**src/rtl/reaction_stats.sv**
```systemverilog
// Reaction-time statistics: count/min/max/last/sum plus a restoring-divide average, fouls counted apart.
// One result in flight plus a 1-deep pending slot; a result is processed SUM_W+2 edges after capture, overflow sets overrun.
module reaction_stats #(
  parameter int CNT_W = 4,
  parameter int SUM_W = 10 + CNT_W
) (
  input  logic             clk_50M,
  input  logic             clear,
  input  logic             res_valid,
  input  logic [9:0]       res_ms,
  input  logic             res_foul,
  input  logic [1:0]       disp_sel,
  output logic [9:0]       disp_ms,
  output logic [CNT_W-1:0] test_count,
  output logic [3:0]       foul_count,
  output logic [9:0]       min_ms,
  output logic [9:0]       max_ms,
  output logic [9:0]       avg_ms,
  output logic [9:0]       last_ms,
  output logic             avg_valid,
  output logic             busy,
  output logic             full,
  output logic             overrun
);

  localparam int MAX_TESTS = (1 << CNT_W) - 1;
  localparam int IT_W      = $clog2(SUM_W + 1);

  typedef enum logic [1:0] {S_IDLE, S_UPDATE, S_DIV} state_t;

  state_t             state_q, state_d;
  logic               pend_vld_q, pend_vld_d;
  logic [9:0]         pend_ms_q, pend_ms_d;
  logic [CNT_W-1:0]   cnt_q, cnt_d;
  logic [3:0]         foul_q, foul_d;
  logic [9:0]         min_q, min_d, max_q, max_d, avg_q, avg_d, last_q, last_d, disp_q, disp_d;
  logic               avg_vld_q, avg_vld_d, ovr_q, ovr_d;
  logic [SUM_W-1:0]   sum_q, sum_d, quo_q, quo_d;
  logic [CNT_W-1:0]   rem_q, rem_d, dvs_q, dvs_d;
  logic [IT_W-1:0]    it_q, it_d;

  logic [9:0]         res_clamped;
  logic               is_full, fills, take;
  logic [CNT_W:0]     trial;
  logic [CNT_W-1:0]   diff;
  logic               qbit;
  logic [SUM_W-1:0]   sum_new, quo_nx;

  always_comb begin
    res_clamped = (res_ms > 10'd999) ? 10'd999 : res_ms;
    is_full     = (cnt_q == CNT_W'(MAX_TESTS));
    // The update in progress is about to make the table full; anything arriving now could never be stored.
    fills       = (state_q == S_UPDATE) && (cnt_q == CNT_W'(MAX_TESTS - 1));
    take        = res_valid && !res_foul && !is_full && !fills;
    trial       = {rem_q, quo_q[SUM_W-1]};
    qbit        = (trial >= {1'b0, dvs_q});
    diff        = trial[CNT_W-1:0] - dvs_q;
    sum_new     = sum_q + SUM_W'(pend_ms_q);
    quo_nx      = {quo_q[SUM_W-2:0], qbit};
  end

  always_comb begin
    state_d    = state_q;
    pend_vld_d = pend_vld_q;
    pend_ms_d  = pend_ms_q;
    cnt_d      = cnt_q;
    foul_d     = foul_q;
    min_d      = min_q;
    max_d      = max_q;
    avg_d      = avg_q;
    last_d     = last_q;
    avg_vld_d  = avg_vld_q;
    ovr_d      = ovr_q;
    sum_d      = sum_q;
    quo_d      = quo_q;
    rem_d      = rem_q;
    dvs_d      = dvs_q;
    it_d       = it_q;
    disp_d     = disp_q;

    if (res_valid && res_foul && (foul_q != 4'hF)) foul_d = foul_q + 4'd1;

    case (state_q)
      S_IDLE: begin
        if (pend_vld_q) state_d = S_UPDATE;
      end
      S_UPDATE: begin
        last_d     = pend_ms_q;
        sum_d      = sum_new;
        cnt_d      = cnt_q + 1'b1;
        if (cnt_q == '0) begin
          min_d = pend_ms_q;
          max_d = pend_ms_q;
        end else begin
          if (pend_ms_q < min_q) min_d = pend_ms_q;
          if (pend_ms_q > max_q) max_d = pend_ms_q;
        end
        avg_vld_d  = 1'b0;
        pend_vld_d = 1'b0;
        quo_d      = sum_new;
        rem_d      = '0;
        dvs_d      = cnt_q + 1'b1;
        it_d       = '0;
        state_d    = S_DIV;
      end
      S_DIV: begin
        quo_d = quo_nx;
        rem_d = qbit ? diff : trial[CNT_W-1:0];
        it_d  = it_q + 1'b1;
        if (it_q == IT_W'(SUM_W - 1)) begin
          avg_d     = quo_nx[9:0];
          avg_vld_d = 1'b1;
          state_d   = pend_vld_q ? S_UPDATE : S_IDLE;
        end
      end
      default: state_d = S_IDLE;
    endcase

    // Evaluated after the FSM so a capture wins over the slot being freed in the same cycle.
    if (take) begin
      if (!pend_vld_q || (state_q == S_UPDATE)) begin
        pend_vld_d = 1'b1;
        pend_ms_d  = res_clamped;
      end else begin
        ovr_d = 1'b1;
      end
    end

    case (disp_sel)
      2'b00:   disp_d = last_q;
      2'b01:   disp_d = min_q;
      2'b10:   disp_d = max_q;
      default: disp_d = avg_q;
    endcase
  end

  always_ff @(posedge clk_50M or negedge clear) begin
    if (!clear) begin
      state_q    <= S_IDLE;
      pend_vld_q <= 1'b0;
      pend_ms_q  <= '0;
      cnt_q      <= '0;
      foul_q     <= '0;
      min_q      <= '0;
      max_q      <= '0;
      avg_q      <= '0;
      last_q     <= '0;
      avg_vld_q  <= 1'b0;
      ovr_q      <= 1'b0;
      sum_q      <= '0;
      quo_q      <= '0;
      rem_q      <= '0;
      dvs_q      <= '0;
      it_q       <= '0;
      disp_q     <= '0;
    end else begin
      state_q    <= state_d;
      pend_vld_q <= pend_vld_d;
      pend_ms_q  <= pend_ms_d;
      cnt_q      <= cnt_d;
      foul_q     <= foul_d;
      min_q      <= min_d;
      max_q      <= max_d;
      avg_q      <= avg_d;
      last_q     <= last_d;
      avg_vld_q  <= avg_vld_d;
      ovr_q      <= ovr_d;
      sum_q      <= sum_d;
      quo_q      <= quo_d;
      rem_q      <= rem_d;
      dvs_q      <= dvs_d;
      it_q       <= it_d;
      disp_q     <= disp_d;
    end
  end

  assign disp_ms    = disp_q;
  assign test_count = cnt_q;
  assign foul_count = foul_q;
  assign min_ms     = min_q;
  assign max_ms     = max_q;
  assign avg_ms     = avg_q;
  assign last_ms    = last_q;
  assign avg_valid  = avg_vld_q;
  assign busy       = (state_q != S_IDLE) || pend_vld_q;
  assign full       = is_full;
  assign overrun    = ovr_q;

endmodule
```
**config.mk**
```make
export PLATFORM = sky130hd
export DESIGN_NAME = reaction_stats
export DESIGN_NICKNAME = d
export VERILOG_FILES = /design/src/rtl/reaction_stats.sv
export SDC_FILE = /design/constraint.sdc
export NUM_CORES = 1
export LEC_CHECK = 0
export ABC_AREA = 1
export ABC_CLOCK_PERIOD_IN_PS = 1600
export BUFFER_PORTS_ARGS = -buffer_cell sky130_fd_sc_hd__buf_4
export CAP_MARGIN = 20
export CORE_UTILIZATION = 53
export DETAILED_ROUTE_END_ITERATION = 7
export GPL_ROUTABILITY_DRIVEN = 0
export PLACE_DENSITY = 0.79
export RECOVER_POWER = 50
export SETUP_SLACK_MARGIN = 0.02
export SYNTH_ARGS = -nofsm -noshare
export SYNTH_HDL_FRONTEND = slang
export SYNTH_SLANG_ARGS = --single-unit
export TNS_END_PERCENT = 30
```
**constraint.sdc**
```tcl
create_clock -name clk_50M -period 1.6 [get_ports clk_50M]
set_input_delay 0.08 -clock clk_50M [delete_from_list [all_inputs] [get_ports clk_50M]]
set_output_delay 0.08 -clock clk_50M [all_outputs]
set_load 0.02 [all_outputs]
```
Word level (Yosys, flattened, before mapping)
Index checks and enable logic that the tools add are counted. W data, S select, Z words.

Order comparisons: 4. $add $sub $neg: 5. Reduce and logical (&&, ||, !) cells: 26. Multiply operators: 0. Bitwise gates (word level): 1. Divide/modulo/power cells: 0. Mux-type cells: 19. Equal/unequal tests: 10. Shifts and indexed selects: 0.

Operators with widths (number): $mux W10 (5); $pmux W10 S3 (1); $pmux W14 S2 (1); $pmux W4 S2 (2); $add A14 B10 Y14 (1); $reduce_and A2 Y1 (7); $add A4 B1 Y4 const B (3); $eq A4 B4 Y1 const B (3); $gt A10 B10 Y1 (1); $gt A10 B10 Y1 const B (1); $lt A10 B10 Y1 (1); $reduce_bool A2 Y1 (4); $logic_and A1 B1 Y1 (6); $pmux W2 S3 (1); $ge A5 B4 Y1 (1); $mux W1 (5); $eq A2 B1 Y1 const B (2); $eq A2 B2 Y1 const B (2); $logic_not A1 Y1 (4); $logic_not A2 Y1 (2); $logic_not A4 Y1 (1); $mux W2 (2); $mux W4 (1); $ne A2 B2 Y1 const B (2); other kinds (5) (6).

Output and inout bits: 62. Word-level logic and storage cells: 81. Bits in registers: 109. Input bits: 16. Latch bits: 0. ROM bits: 0. Memories: 0. RAM bits: 0.

Depth between registers and ports, before layout
Word-level depth: 5. Gate-level depth with buffers: 13. Gate-level depth less buffers: 13.

Least setup slack after synthesis
No wires, ideal clock.

Path type: register -> register. Start point: register pend_ms_q[0]. End point: register sum_q[6]. Stages on the path, launching flop included: 11. Arrival: 1654 ps. Clock period less this slack: 1782 ps. Setup slack: -182 ps. Buffers on the path: 0. Required time: 1473 ps. Library setup time: 127 ps. Path through: dfrtp_1 ha_1 inv_1 fa_1 inv_1 nand2_1 o21ai_2 nand2_1 nand2_1 xor2_1 o21ai_0.

Longest elaborated chain between the ends: 1.

RTL lines: start: declaration (line 33) `logic [9:0] pend_ms_q, pend_ms_d;`; start signal: assignment (line 159) `pend_ms_q <= pend_ms_d;`; $add A14 B10 Y14 (line 58) `sum_new = sum_q + SUM_W'(pend_ms_q);`; end signal: assignment (line 168) `sum_q <= sum_d;`; end: declaration (line 38) `logic [SUM_W-1:0] sum_q, sum_d, quo_q, quo_d;`.

Every way passes these cells. A chain may end at the register's enable or synchronous reset.

Final worst setup path
Start point: register pend_ms_q[0]. End point: register sum_q[4].

Same word-level chain as after synthesis.

==> reports/qor.txt <==
share of the yosys chip area belonging to registers - 45.8%
commonest non-fill, non-tap cell in the layout - sky130_fd_sc_hd__nand2_1
Max-slew headroom - 30.3%
vias in the first global route - 5682
count of pins over their slew limit - 0
detailed-placement wirelength estimate - 11700 µm
dpl ws - -0.207 ns
buffer and inverter count on the worst path - 3
DP Cell Count - 1002
final setup violation count - 50
minimum period implied by the final worst setup slack - 1.93 ns
net load switching power - 9.84 mW
Horiz. Die Dim - 108 µm
pin count of the biggest net entering global routing - 78
first-iteration detailed-routing DRC count - 555
internal portion of total power - 10.2 mW
CTS tree - done
Yosys warnings - 0
Routed WL per cell - 18.2 µm
most used cells in the layout excluding fill and tap cells - sky130_fd_sc_hd__nand2_1, sky130_fd_sc_hd__buf_4, sky130_fd_sc_hd__dfrtp_1
footprint of the multi-input gates - 3230 µm²
worst voltage drop across the vdd grid - 1420 µV
count of non-filler cells in the finished layout - 1044
startpoint type of the worst setup path - register
first-pass iteration count of the detailed router - 5
EDFF count, synth - 0
PD cells - 2470 nW/µm²
fillers - 690
slowest cell on the critical path - sky130_fd_sc_hd__dfrtp_1
full die area - 11700 µm²
post-synthesis net count - 791
cell leakage power - 4.19 nW
depth of the worst register-to-register path - 9
critical path depth in cells - 9
total number of clock tree sinks - 109
leading area contributor after synthesis - sky130_fd_sc_hd__dfrtp_1
Clk Tree Root Cell - sky130_fd_sc_hd__clkbuf_8
sequence of cells on the critical path - ha_2 -> inv_2 -> fa_2 -> inv_2 -> nand2_4 -> o21ai_4 -> buf_4 -> xnor2_2 -> o21ai_1
antenna violations before repair - 1
number of hold violations in the final report - 0
Gate Count Post-Synth - 730
Switching Share - 49.1%
H-tree lvl count - 3
Total Negative Setup Slacks - -10.40 ns
Layout area overhead - 36.2%
summed instance area of the synthesized netlist - 5950 µm²
starting density of the core - 54.7%
setup repair after global routing missed its margin - yes
wirelength, routed - 19000 µm
fraction of registers with async set/reset - 100%
Total Routing Usage GR - 29.2%
sequential power share - 24.3%
worst hold path stage count - 3
number of synthesized register bits - 109
Clock Latency Late Sink - 0.40 ns
data required time of the critical path - 1.87 ns
flip-flop and latch area - 2740 µm²
Finished Core Util - 74.5%
worst setup path class - reg2reg
core outline area - 10900 µm²
area fraction of the dominant cell type after synthesis - 45.8%
largest incremental delay on the critical path - 0.39 ns
first-pass GRT wire length - 26300 µm
average vias per placed instance - 5.79
worst setup margin - -0.331 ns
clock group share of total power - 8.0%
Tightest Hold Check Type - in2reg
Arrival @ worst endpoint - 2.21 ns
Combinational Power Share - 67.7%
number of primary I/O pins - 78
Max Root-Sink Buffers - 2
failing checks - setup timing
die height - 108 µm
MaxCap Viol Count - 0
count of input and output buffers - 77
result of the run - finished, violations left
endpoint kind of the worst setup timing path - register
Worst Max-Slew Pin Slew - 1.04 ns
final worst path period share - 121%
f_max - 0.518 GHz
number of distinct library cell variants in the gate-level netlist after synthesis - 41
share of post-route cells with drive strength above 1 - 31.3%
total clock buffers created by CTS - 9
post-CTS clock slew at the launch and capture registers of the worst setup and hold paths - 0.11 ns
row count - 38
largest fanout of any net on the critical path - 4
main area contributors after synthesis - sky130_fd_sc_hd__dfrtp_1, sky130_fd_sc_hd__nand2_1, sky130_fd_sc_hd__ha_1, sky130_fd_sc_hd__inv_1, sky130_fd_sc_hd__nand3_1
Mapped Avg Cell Area - 8.15 µm²
Post-route DRC - 0
critical path's top delay family - adder cells
post-layout net count - 959
critical path's most frequent cell - sky130_fd_sc_hd__inv_2
most frequently used flop master after synthesis - sky130_fd_sc_hd__dfrtp_1
overflow left after global routing - 0
total via count in the routed design - 6046
antenna viol nets, final - 0
Final Skew - 0.0170 ns
-- metrics by stage --
| stage | instance area [µm²] | power (mW) | hold WS (ns) |
|---|---|---|---|
| after floorplan | 5980 | 11.2 | -0.216 |
| after global placement | 7220 | 14.9 | 0.132 |
| after detailed placement | 7220 | 15.4 | 0.137 |
| after CTS | 7620 | 17.4 | 0.00402 |
| after global routing | 8110 | 21.3 | 0.0204 |
| final | 8110 | 20.0 | 0.0224 |
-- final cells by class --
| cell class | instances | share of cell area, % |
|---|---|---|
| inverters | 108 | 5.00 |
| clock inverters | 7 | 0.602 |
| clock buffers | 9 | 1.53 |
| diodes | 1 | 0.0309 |
| well taps | 140 | 2.16 |
| flip-flops and latches | 109 | 33.8 |
| multi-input cells | 499 | 39.9 |
| repair buffers | 171 | 17.0 |
-- logic make-up after synthesis --
logic type	after synthesis	share of synthesized area, %
xor+xnor	14	2.06
fa+ha+maj	45	9.71
simple gates	344	24.4
flops	109	45.8
buf+inv	123	8.35
mux	1	0.189
compound gates	94	9.48
-- synthesized netlist by cell type (2+ instances only) --
| master | n |
|---|---|
| sky130_fd_sc_hd__nand2_1 | 239 |
| sky130_fd_sc_hd__dfrtp_1 | 109 |
| sky130_fd_sc_hd__inv_1 | 102 |
| sky130_fd_sc_hd__nand3_1 | 55 |
| sky130_fd_sc_hd__ha_1 | 43 |
| sky130_fd_sc_hd__o21ai_0 | 32 |
| sky130_fd_sc_hd__nor2_1 | 23 |
| sky130_fd_sc_hd__a21oi_1 | 21 |
| sky130_fd_sc_hd__o22ai_1 | 13 |
| sky130_fd_sc_hd__xor2_1 | 11 |
| sky130_fd_sc_hd__nand4_1 | 9 |
| sky130_fd_sc_hd__buf_2 | 7 |
| sky130_fd_sc_hd__nand2_2 | 5 |
| sky130_fd_sc_hd__o2111ai_1 | 5 |
| sky130_fd_sc_hd__o21bai_1 | 5 |
| sky130_fd_sc_hd__o221ai_1 | 4 |
| sky130_fd_sc_hd__a31oi_1 | 3 |
| sky130_fd_sc_hd__buf_4 | 3 |
| sky130_fd_sc_hd__clkbuf_1 | 3 |
| sky130_fd_sc_hd__clkinv_1 | 3 |
| sky130_fd_sc_hd__inv_2 | 3 |
| sky130_fd_sc_hd__nor2_4 | 3 |
| sky130_fd_sc_hd__nor3_1 | 3 |
| sky130_fd_sc_hd__o21ai_1 | 3 |
| sky130_fd_sc_hd__xnor2_1 | 3 |
| sky130_fd_sc_hd__buf_6 | 2 |
| sky130_fd_sc_hd__fa_1 | 2 |
| sky130_fd_sc_hd__nand3b_1 | 2 |
| sky130_fd_sc_hd__nor2_2 | 2 |
-- layer usage --
metal  up-vias  wire length, µm  GRT usage (%)
met5         -                0              0
met4         0             1050           14.4
met3       103             1640           5.18
met2       394             9280           50.2
met1      2860             7050           35.1
li1       2689                -              -
-- path summary, 6_finish.rpt --
check                        startpoint          to  slack (ns)
setup / recovery           pend_ms_q[0]    sum_q[4]       -0.33
hold / removal                res_valid     overrun        0.02
setup reg to reg           pend_ms_q[0]    sum_q[4]       -0.33
hold reg to reg               quo_q[10]   quo_q[11]        0.51
max in group asynchronous         clear    dvs_q[1]        0.32
min in group asynchronous         clear  last_ms[2]        0.41
-- flip-flops by register name (all words and copies together), names as in the netlist --
name and cells:
quo_q 14, sum_q 14, avg_ms 10, disp_ms 10, last_ms 10, max_ms 10, min_ms 10, pend_ms_q 10
dvs_q 4, foul_count 4, it_q 4, rem_q 4, state_q 2, avg_valid 1, overrun 1, pend_vld_q 1
-- power by group through the flow --
stage	logic, mW	clock network, mW	registers (mW)
final	13.6	1.61	4.87
after global placement	10.3	0	4.67
after floorplan	5.91	0	5.29
after global routing	14.7	1.71	4.96
after CTS	11.1	1.60	4.71
after detailed placement	10.7	0	4.74
-- tightest hold or removal path, delay by kind of cell --
kind,cells,cell delay [ns]
and+or+nand+nor,1,0.10
buffers and inverters,1,0.13
AOI/OAI and AO/OA,1,0.06
-- what timing repair did --
item	in CTS	in global routing
cloned	0	2
setup endpoints to repair	51	64
buffers inserted	3	9
endpoints found under the hold margin	119	0
pin swaps	4	22
hold buffers	11	0
resized for setup	23	80
No activity file was read; power rests on OpenSTA's default activity.
